$ cat src/rtl/alu_seq_unit.sv
// alu_seq_unit: registered ALU with valid/ready handshakes on both sides.
//   Single-cycle ops (AND, OR, XOR, NOR, ADD, SUB, SLT) have a latency of one cycle.
//   MUL is an iterative shift-add multiply that produces the full 2*WIDTH-bit product.
// Ports:
//   clk, rst_n            clock and asynchronous active-low reset
//   in_valid / in_ready   upstream handshake for a, b, op
//   out_valid / out_ready downstream handshake for result, result_hi and the flags
//   result, result_hi     low word / high word (high word is nonzero only for MUL)
//   cout, overflow        adder carry (MUL: result_hi != 0) / signed overflow of ADD and SUB
//   zero, set             (a - b) == 0 and signed a < b, computed for every op
module alu_seq_unit #(
  parameter int WIDTH = 32,
  parameter int CNTW  = $clog2(WIDTH) + 1
) (
  input  logic             clk,
  input  logic             rst_n,
  input  logic             in_valid,
  output logic             in_ready,
  input  logic [WIDTH-1:0] a,
  input  logic [WIDTH-1:0] b,
  input  logic [2:0]       op,
  output logic             out_valid,
  input  logic             out_ready,
  output logic [WIDTH-1:0] result,
  output logic [WIDTH-1:0] result_hi,
  output logic             cout,
  output logic             overflow,
  output logic             zero,
  output logic             set
);

  typedef enum logic [1:0] {S_IDLE, S_MUL, S_DONE} state_t;

  localparam logic [2:0] OP_AND = 3'b000;
  localparam logic [2:0] OP_OR  = 3'b001;
  localparam logic [2:0] OP_ADD = 3'b010;
  localparam logic [2:0] OP_MUL = 3'b011;
  localparam logic [2:0] OP_XOR = 3'b100;
  localparam logic [2:0] OP_NOR = 3'b101;
  localparam logic [2:0] OP_SUB = 3'b110;
  localparam logic [2:0] OP_SLT = 3'b111;

  state_t                 state, state_nx;
  logic                   alive;
  logic [WIDTH-1:0]       mcand, mplier;
  logic [2*WIDTH-1:0]     acc, addend;
  logic [CNTW-1:0]        cnt;
  logic                   zero_m, set_m;

  logic                   accept, mul_last, done_load;
  logic [WIDTH-1:0]       b_op, sum, diff, res_nx;
  logic                   carry, add_ovf, sub_ovf, lt, eq;

  // The add/sub path inverts b and injects a carry for op[2]=1 (SUB, SLT).
  always_comb begin
    b_op          = op[2] ? ~b : b;
    {carry, sum}  = {1'b0, a} + {1'b0, b_op} + {{WIDTH{1'b0}}, op[2]};
    add_ovf       = (a[WIDTH-1] == b_op[WIDTH-1]) && (sum[WIDTH-1] != a[WIDTH-1]);
  end

  // Separate comparator so zero/set are valid for every op, not only SUB/SLT.
  always_comb begin
    diff    = a - b;
    sub_ovf = (a[WIDTH-1] != b[WIDTH-1]) && (diff[WIDTH-1] != a[WIDTH-1]);
    lt      = diff[WIDTH-1] ^ sub_ovf;
    eq      = (diff == '0);
  end

  always_comb begin
    res_nx = '0;
    case (op)
      OP_AND:  res_nx = a & b;
      OP_OR:   res_nx = a | b;
      OP_ADD:  res_nx = sum;
      OP_XOR:  res_nx = a ^ b;
      OP_NOR:  res_nx = ~(a | b);
      OP_SUB:  res_nx = sum;
      OP_SLT:  res_nx = {{(WIDTH-1){1'b0}}, lt};
      default: res_nx = '0;
    endcase
  end

  // alive is cleared by reset so in_ready stays low until the first edge after release.
  assign in_ready  = alive && (state == S_IDLE) && (!out_valid || out_ready);
  assign accept    = in_valid && in_ready;
  assign mul_last  = (state == S_MUL) && (cnt == CNTW'(WIDTH - 1));
  assign done_load = (state == S_DONE) && (!out_valid || out_ready);
  assign addend    = {{WIDTH{1'b0}}, mcand} << cnt;

  always_comb begin
    state_nx = state;
    case (state)
      S_IDLE:  if (accept && op == OP_MUL) state_nx = S_MUL;
      S_MUL:   if (mul_last) state_nx = S_DONE;
      S_DONE:  if (done_load) state_nx = S_IDLE;
      default: state_nx = S_IDLE;
    endcase
  end

  always_ff @(posedge clk or negedge rst_n) begin
    if (!rst_n) begin
      state <= S_IDLE;
      alive <= 1'b0;
    end else begin
      state <= state_nx;
      alive <= 1'b1;
    end
  end

  // Multiply datapath; zero/set of the accepted operands are parked until DONE.
  always_ff @(posedge clk or negedge rst_n) begin
    if (!rst_n) begin
      mcand  <= '0;
      mplier <= '0;
      acc    <= '0;
      cnt    <= '0;
      zero_m <= 1'b0;
      set_m  <= 1'b0;
    end else if (state == S_IDLE) begin
      if (accept && op == OP_MUL) begin
        mcand  <= a;
        mplier <= b;
        acc    <= '0;
        cnt    <= '0;
        zero_m <= eq;
        set_m  <= lt;
      end
    end else if (state == S_MUL) begin
      if (mplier[0]) acc <= acc + addend;
      mplier <= mplier >> 1;
      cnt    <= cnt + 1'b1;
    end
  end

  always_ff @(posedge clk or negedge rst_n) begin
    if (!rst_n) begin
      out_valid <= 1'b0;
      result    <= '0;
      result_hi <= '0;
      cout      <= 1'b0;
      overflow  <= 1'b0;
      zero      <= 1'b0;
      set       <= 1'b0;
    end else if (accept && op != OP_MUL) begin
      out_valid <= 1'b1;
      result    <= res_nx;
      result_hi <= '0;
      cout      <= carry;
      overflow  <= (op == OP_ADD || op == OP_SUB) ? add_ovf : 1'b0;
      zero      <= eq;
      set       <= lt;
    end else if (done_load) begin
      out_valid <= 1'b1;
      result    <= acc[WIDTH-1:0];
      result_hi <= acc[2*WIDTH-1:WIDTH];
      cout      <= |acc[2*WIDTH-1:WIDTH];
      overflow  <= 1'b0;
      zero      <= zero_m;
      set       <= set_m;
    end else if (out_valid && out_ready) begin
      out_valid <= 1'b0;
    end
  end

endmodule

$ cat config.mk
export PLATFORM = sky130hd
export DESIGN_NAME = alu_seq_unit
export DESIGN_NICKNAME = d
export VERILOG_FILES = /design/src/rtl/alu_seq_unit.sv
export SDC_FILE = /design/constraint.sdc
export NUM_CORES = 1
export LEC_CHECK = 0
export ABC_AREA = 1
export BUFFER_PORTS_ARGS = -buffer_cell sky130_fd_sc_hd__buf_4
export CAP_MARGIN = 10
export CORE_MARGIN = 5
export CORE_UTILIZATION = 40
export DETAILED_ROUTE_END_ITERATION = 12
export SETUP_SLACK_MARGIN = 0.05
export SLEW_MARGIN = 20
export SYNTH_ARGS = -nofsm -noshare
export SYNTH_HDL_FRONTEND = slang
export SYNTH_SLANG_ARGS = --single-unit
export TNS_END_PERCENT = 100
$ cat constraint.sdc
create_clock -name clk -period 4.2 [get_ports clk]
set_input_delay 0.63 -clock clk [delete_from_list [all_inputs] [get_ports clk]]
set_output_delay 0.63 -clock clk [all_outputs]
set_load 0.03 [all_outputs]
==> summary.txt, run 1 <==
Status
  – Run status: complete, no violations

Clock tree
  – TritonCTS Buffers: 29
  – Hold_buf cts: 0
  – Clock H-tree levels: 1
  – Clk sinks: 208
  – Clk_lat worst skew: 610 ps
  – TritonCTS clock tree: built
  – CTS max path bufs: 3
  – Clk pin slew, worst setup/hold paths: 70 ps
  – Clock root buffer: clkbuf_16

Floorplanning
  – Die H: 240 um
  – Die ar.: 57800 sq um
  – Die X: 240 um
  – Floorplan row count: 84
  – Io pins: 141
  – Initial Util: 40.4%
  – Core area: 52600 sq um

Pwr
  – P per Cell Area: 817 nW/um^2
  – Max IR drop VDD: 0.430 mV
  – LEAKAGE: 12.9 nW
  – Power Total: 0.0213 W

Detailed routing
  – Wire per inst: 22.0 um
  – DRC: 0
  – Total iterations of the first detailed-routing run: 9
  – Detailed Route WL: 96300 um
  – Vias per inst: 5.57
  – DRT antenna net count: 0
  – Total number of vias: 24400
  – DRT iter0 DRCs: 2528

Timing
  – Fin. Hold Viols: 0
  – Final Max Tran Viols: 0
  – Relative slew slack: 35.1%
  – Clock Skews: 51.2 ps
  – Final setup vio count: 0
  – F_max: 253 MHz
  – Post-layout min period: 3960 ps
  – Final Cycle Share: 94.2%
  – Actual slew at the worst max-slew pin: 973 ps
  – Hold Slack: 43.0 ps
  – RSZ-0062 raised after global routing: true

Synthesis
  – Syn Inst Count: 3351
  – Dominant synthesized flop cell: dfrtp_1
  – Number of synthesized flops with an enable pin: 0
  – Avg Inst Size Synth: 6.34 sq um
  – Ys async rst share: 100%
  – Unique masters post-synth: 60
  – Synthesized net count: 3616
  – Post-synthesis cell area: 21200 sq um
  – Post-synthesis sequential area ratio: 24.5%
  – Total number of yosys warnings: 0
  – Flops & latches, synth: 208

Min path
  – Hold crit path type: in -> async

Setup path
  – FF-to-FF Start: cnt[0]
  – Crit. Startpoint: cnt[0]
  – Critical path endpoint category: flop
  – Crit path depth: 23
  – Crit Path Max Fanout: 17
  – Crit path kind: reg -> reg
  – WP buf/inv: 6
  – Worst path most repeated cell: o21ai_1
  – Delay-heaviest family, CP: compound AO/OA/AOI/OAI gates
  – Reg-to-reg endpoint: acc[60]
  – Worst path cell trace: buf_12 > or2_2 > o21ai_1 > nand2_1 > o21ai_1 > o21ai_1 > inv_1 > nand2_1 > nand3_1 > a21oi_1 > buf_4 > ha_1 > a21oi_1 > a21boi_1 > buf_4 > o21ai_1 > buf_4 > a21oi_1 > inv_1 > a21oi_2 > nand3_1 > nand2_1 > o21ai_1
  – Worst Path Required: 4700 ps
  – Flop2flop setup slack: 240 ps
  – Startpoint types: flop
  – Worst EP arrival: 4460 ps
  – Slowest-stage cell, CP: dfrtp_2
  – Register-to-Register Path Depth: 23
  – CP peak stage delay: 450 ps
  – CP Capture Point: acc[60]

Global route
  – Vias in the first global route: 22700
  – Grt ovf: 0
  – GR Util All Layers: 32.3%
  – Largest net degree at the start of global routing: 94
  – Initial antenna violation count: 2
  – First-pass GRT wire length: 143000 um

Placed design
  – Dpl cells: 4323
  – Port Buffer Count: 140
  – DP Wirelength: 78800 um
  – Routability-driven placement congestion ratio: 1.03
  – Placed instance area: 24600 sq um

Finish
  – Finished Cell Area: 26000 sq um
  – Fill count: 5606
  – Layout area overhead: 22.6%
  – Layout cells sized above 1: 15.9%
  – Nets: 3939
  – Non-filler instance count after layout: 4385

Run
  – Max Cap Viol: 0
## cell usage in the layout (no fill, tap or decap), drive strengths merged, types with 19 or more instances in the layout
master / n
a21oi: 247
a31oi: 20
a32o: 20
buf: 402
clkbuf: 37
dfrtp: 208
ha: 190
inv: 421
nand2: 888
nand3: 157
nor2: 366
nor3: 37
o21ai: 389
o21bai: 19
o22ai: 32
or2: 28
xor2: 41
## logic make-up after synthesis
kind of cell	share of synthesized area, %
AO/OA/AOI/OAI	22.4
AND/OR/NAND/NOR	29.4
other	0.0177
multiplexers	0.141
flip-flops	24.5
buffers and inverters	9.90
XOR/XNOR	2.06
adder cells (fa/ha/maj)	11.6
## metal layers
metal / up-vias / part of all wire (%) / track usage, %
li1: 11800 / - / -
met1: 11400 / 44 / 46.1
met2: 1119 / 43 / 50.6
met3: 179 / 8.4 / 4.76
met4: 2 / 4.1 / 10.3
met5: - / 0.020 / 0
## registers in the layout (all words and copies together) (netlist names)
| signal | count |
|---|---|
| acc | 64 |
| alive | 1 |
| cnt | 6 |
| cout | 1 |
| mcand | 32 |
| mplier | 32 |
| out_valid | 1 |
| overflow | 1 |
| result | 32 |
| result_hi | 32 |
| set | 1 |
| set_m | 1 |
| state | 2 |
| zero | 1 |
| zero_m | 1 |
## power by group
group	switching [W]	internal, W	leakage (nW)
registers	0.000930	0.00280	2.57
logic	0.00933	0.00563	9.87
clock network	0.00106	0.00152	0.475
total	0.0113	0.00995	12.9
## worst reg2reg max path: stages, from the launching register on
cell and delay, ps:
dfrtp_2 450, buf_12 160, or2_2 290, o21ai_1 110, nand2_1 70, o21ai_1 130
o21ai_1 150, inv_1 100, nand2_1 70, nand3_1 100, a21oi_1 70, buf_4 160
ha_1 370, a21oi_1 280, a21boi_1 270, buf_4 150, o21ai_1 90, buf_4 160
a21oi_1 190, inv_1 80, a21oi_2 180, nand3_1 90, nand2_1 70, o21ai_1 60
## worst min-delay path by stage
stage	end	slack, ps	cells after the start
floorplan	acc[0]	330	0
global placement	result_hi[7]	470	2
detailed placement	result[31]	470	2
CTS	mplier[9]	90	1
global route	mplier[16]	100	1
finish	mplier[16]	40	1
## stage by stage
stage          utilization, %  setup WS, ps  TNS [ps]
2_1_floorplan               -           867         0
3_3_place_gp             46.9          -248      -458
3_5_place_dp             46.9          -240      -450
4_1_cts                  48.8          68.7         0
5_1_grt                  49.5          28.9         0
6_report                 49.5           244         0
## cells in the mapped netlist (20+ instances only)
cell / n / area, sq um
nand2_1: 886 / 3330
inv_1: 412 / 1550
o21ai_0: 344 / 1720
nor2_1: 362 / 1360
a21oi_1: 242 / 1210
buf_2: 31 / 155
or2_2: 20 / 125
a31oi_1: 20 / 125
o21ai_1: 40 / 200
nor3_1: 36 / 180
xor2_1: 41 / 359
dfrtp_1: 208 / 5200
nand3_1: 157 / 786
o22ai_1: 32 / 200
ha_1: 190 / 2380
clkbuf_1: 61 / 229
a32o_1: 20 / 200
## what timing repair did
action / in CTS / in global routing
setup buffers: 0 / 8
gates cloned: 0 / 0
resized for setup: 1 / 141
setup endpoints to repair: 1 / 43
pin swaps: 0 / 16
## final cells by class
class                      count  area, sq um  area share, %
inverter                     424         1590           6.12
multi-input combinational   2609        14300           54.8
sequential                   208         5210           20.0
timing repair buffer         402         3120           12.0
clock inverter                16          181          0.697
tap                          688          861           3.31
antenna                        1         2.50        0.00961
clock buffer                  37          796           3.06
Power figures use the tool's default switching activity.
==> inputs of run 2 (changes only) <==
Clock period 4.2 ns to 3.2 ns, I/O delays scaled along.
==> run 2 against run 1 <==
The flow now finishes with violations (negative setup slack). Critical path depth increased by 4. Final cell count increased by 12%. Register-to-register slack got worse by 990 ps. Via count increased by 14%. Highest routed layer is now met4.
==> summary.txt, run 2 (synthesis gave the netlist of run 1 again) <==
Status
  – Run status: finished, violations left
  – Failing checks: negative setup slack

Global route
  – Largest net degree at the start of global routing: 75
  – Vias in the first global route: 25800
  – GR Util All Layers: 34.8%
  – Grt ovf: 0
  – Initial antenna violation count: 3
  – First-pass GRT wire length: 155000 um

Detailed routing
  – Wire per inst: 22.2 um
  – Total iterations of the first detailed-routing run: 12
  – Detailed Route WL: 109000 um
  – DRT iter0 DRCs: 2505
  – Vias per inst: 5.64
  – DRC: 0
  – Total number of vias: 27800
  – DRT antenna net count: 0

Floorplanning
  – Floorplan row count: 84
  – Initial Util: 40.4%
  – Die ar.: 57800 sq um
  – Core area: 52600 sq um
  – Die X: 240 um
  – Io pins: 141
  – Die H: 240 um

Placed design
  – Port Buffer Count: 140
  – Routability-driven placement congestion ratio: 1.07
  – Placed instance area: 28100 sq um
  – DP Wirelength: 83200 um

Clock tree
  – Clock root buffer: clkbuf_16
  – Clock H-tree levels: 1
  – TritonCTS clock tree: built
  – CTS max path bufs: 3
  – TritonCTS Buffers: 28
  – Clk sinks: 208
  – Clk_lat worst skew: 600 ps
  – Clk pin slew, worst setup/hold paths: 60 ps

Pwr
  – P per Cell Area: 1130 nW/um^2
  – Max IR drop VDD: 0.680 mV
  – LEAKAGE: 16.3 nW

Timing
  – Relative slew slack: 39.7%
  – PnR worst setup slack: -743 ps
  – Final Cycle Share: 123%
  – Actual slew at the worst max-slew pin: 904 ps
  – Fin. Hold Viols: 0
  – Post-layout min period: 3940 ps
  – Final setup vio count: 55
  – F_max: 254 MHz
  – Final Max Tran Viols: 0
  – RSZ-0062 raised after global routing: true
  – Clock Skews: 20.1 ps

Setup path
  – CP peak stage delay: 510 ps
  – Worst path most repeated cell: nand2_1
  – Delay-heaviest family, CP: simple AND/OR/NAND/NOR gates
  – Startpoint types: flop
  – Worst Path Required: 3680 ps
  – Slowest-stage cell, CP: dfrtp_2
  – WP buf/inv: 4
  – Worst EP arrival: 4420 ps
  – Crit Path Max Fanout: 7
  – Crit path kind: reg -> reg
  – Critical path endpoint category: flop

Finish
  – Nets: 4475
  – Finished Cell Area: 34300 sq um
  – Most common cell after layout, fill and taps aside: buf_4
  – Commonest cells after routing, fill and taps aside: buf_4 (857), nand2_1 (750), inv_1 (295)
  – Core Util, Final: 65.3%
  – Largest reg by FF count: acc
  – Layout area overhead: 61.7%
  – Layout cells sized above 1: 42.5%
  – Largest register FFs: 64

Run
  – Max Cap Viol: 0

Min path
  – Hold crit path type: in -> reg
-- run 2: changes by cell type in the layout (fill, tap and decap cells not counted), moves of 84 or more --
cell,before,now
nand2_1,880,750
nand2_2,6,99
inv_2,7,93
nor2_4,7,91
o21ai_0,298,193
buf_4,392,857
inv_1,411,295
nor2_1,333,226
-- run 2: area by class of cell --
cell class              instances  area (sq um)
fillers                      4580         18200
clock inverters                16           201
well taps                     688           861
clock buffers                  36           781
diodes                          1          2.50
repair inverters                1          6.26
multi-input cells            2609         18100
flip-flops and latches        208          5210
inverters                     424          1680
repair buffers                938          7490
-- run 2: final timing paths --
path / startpoint / end / slack, ps / cells past startpoint
setup / recovery: cnt[0] / acc[41] / -740 / 27
hold / removal: a[31] / mcand[31] / 210 / 3
setup reg to reg: cnt[0] / acc[41] / -740 / 27
hold reg to reg: result_hi[20] / result_hi[20] / 490 / 2
max in group asynchronous: rst_n / acc[18] / 1980 / 3
min in group asynchronous: rst_n / mplier[16] / 390 / 2
-- run 2: where the power goes --
group | switching (W) | internal (W) | total [W]
Combinational | 0.0172 | 0.0133 | 0.0305
Sequential | 0.00130 | 0.00367 | 0.00497
Clock | 0.00140 | 0.00198 | 0.00338
-- run 2: stage by stage --
stage                     hold slack (ps)  cells  power, W  setup WS (ps)  setup TNS (ps)
after detailed placement              466   4767    0.0256           -950          -40590
after global placement                456   4767    0.0256           -952          -41000
after floorplan                       184   3351    0.0148           36.4               0
after CTS                             184   4864    0.0338           -454          -17560
final                                 210   4921    0.0389           -743          -24340
after global routing                  209   4921    0.0407           -843          -32390
-- run 2: layer usage --
metal | vias up | wire, um | global-route usage, %
met1 | 13200 | 44200 | 45.8
met2 | 1336 | 49200 | 57.2
met3 | 385 | 8410 | 4.54
li1 | 12900 | - | -
met5 | - | 0 | 0
met4 | 0 | 7430 | 15.7
-- run 2: tightest hold or removal path: stages --
cell and delay (ps):
buf_4 160, nand2_1 60, o21ai_0 60
-- run 2: what timing repair did --
| action | 4_1_cts | 5_1_grt |
|---|---|---|
| gates resized for setup | 592 | 642 |
| setup buffers | 43 | 64 |
| hold buffers | 1 | 0 |
| pin swaps | 153 | 243 |
| setup endpoints to repair | 59 | 61 |
| gates cloned | 2 | 1 |
| endpoints found under the hold margin | 70 | 0 |
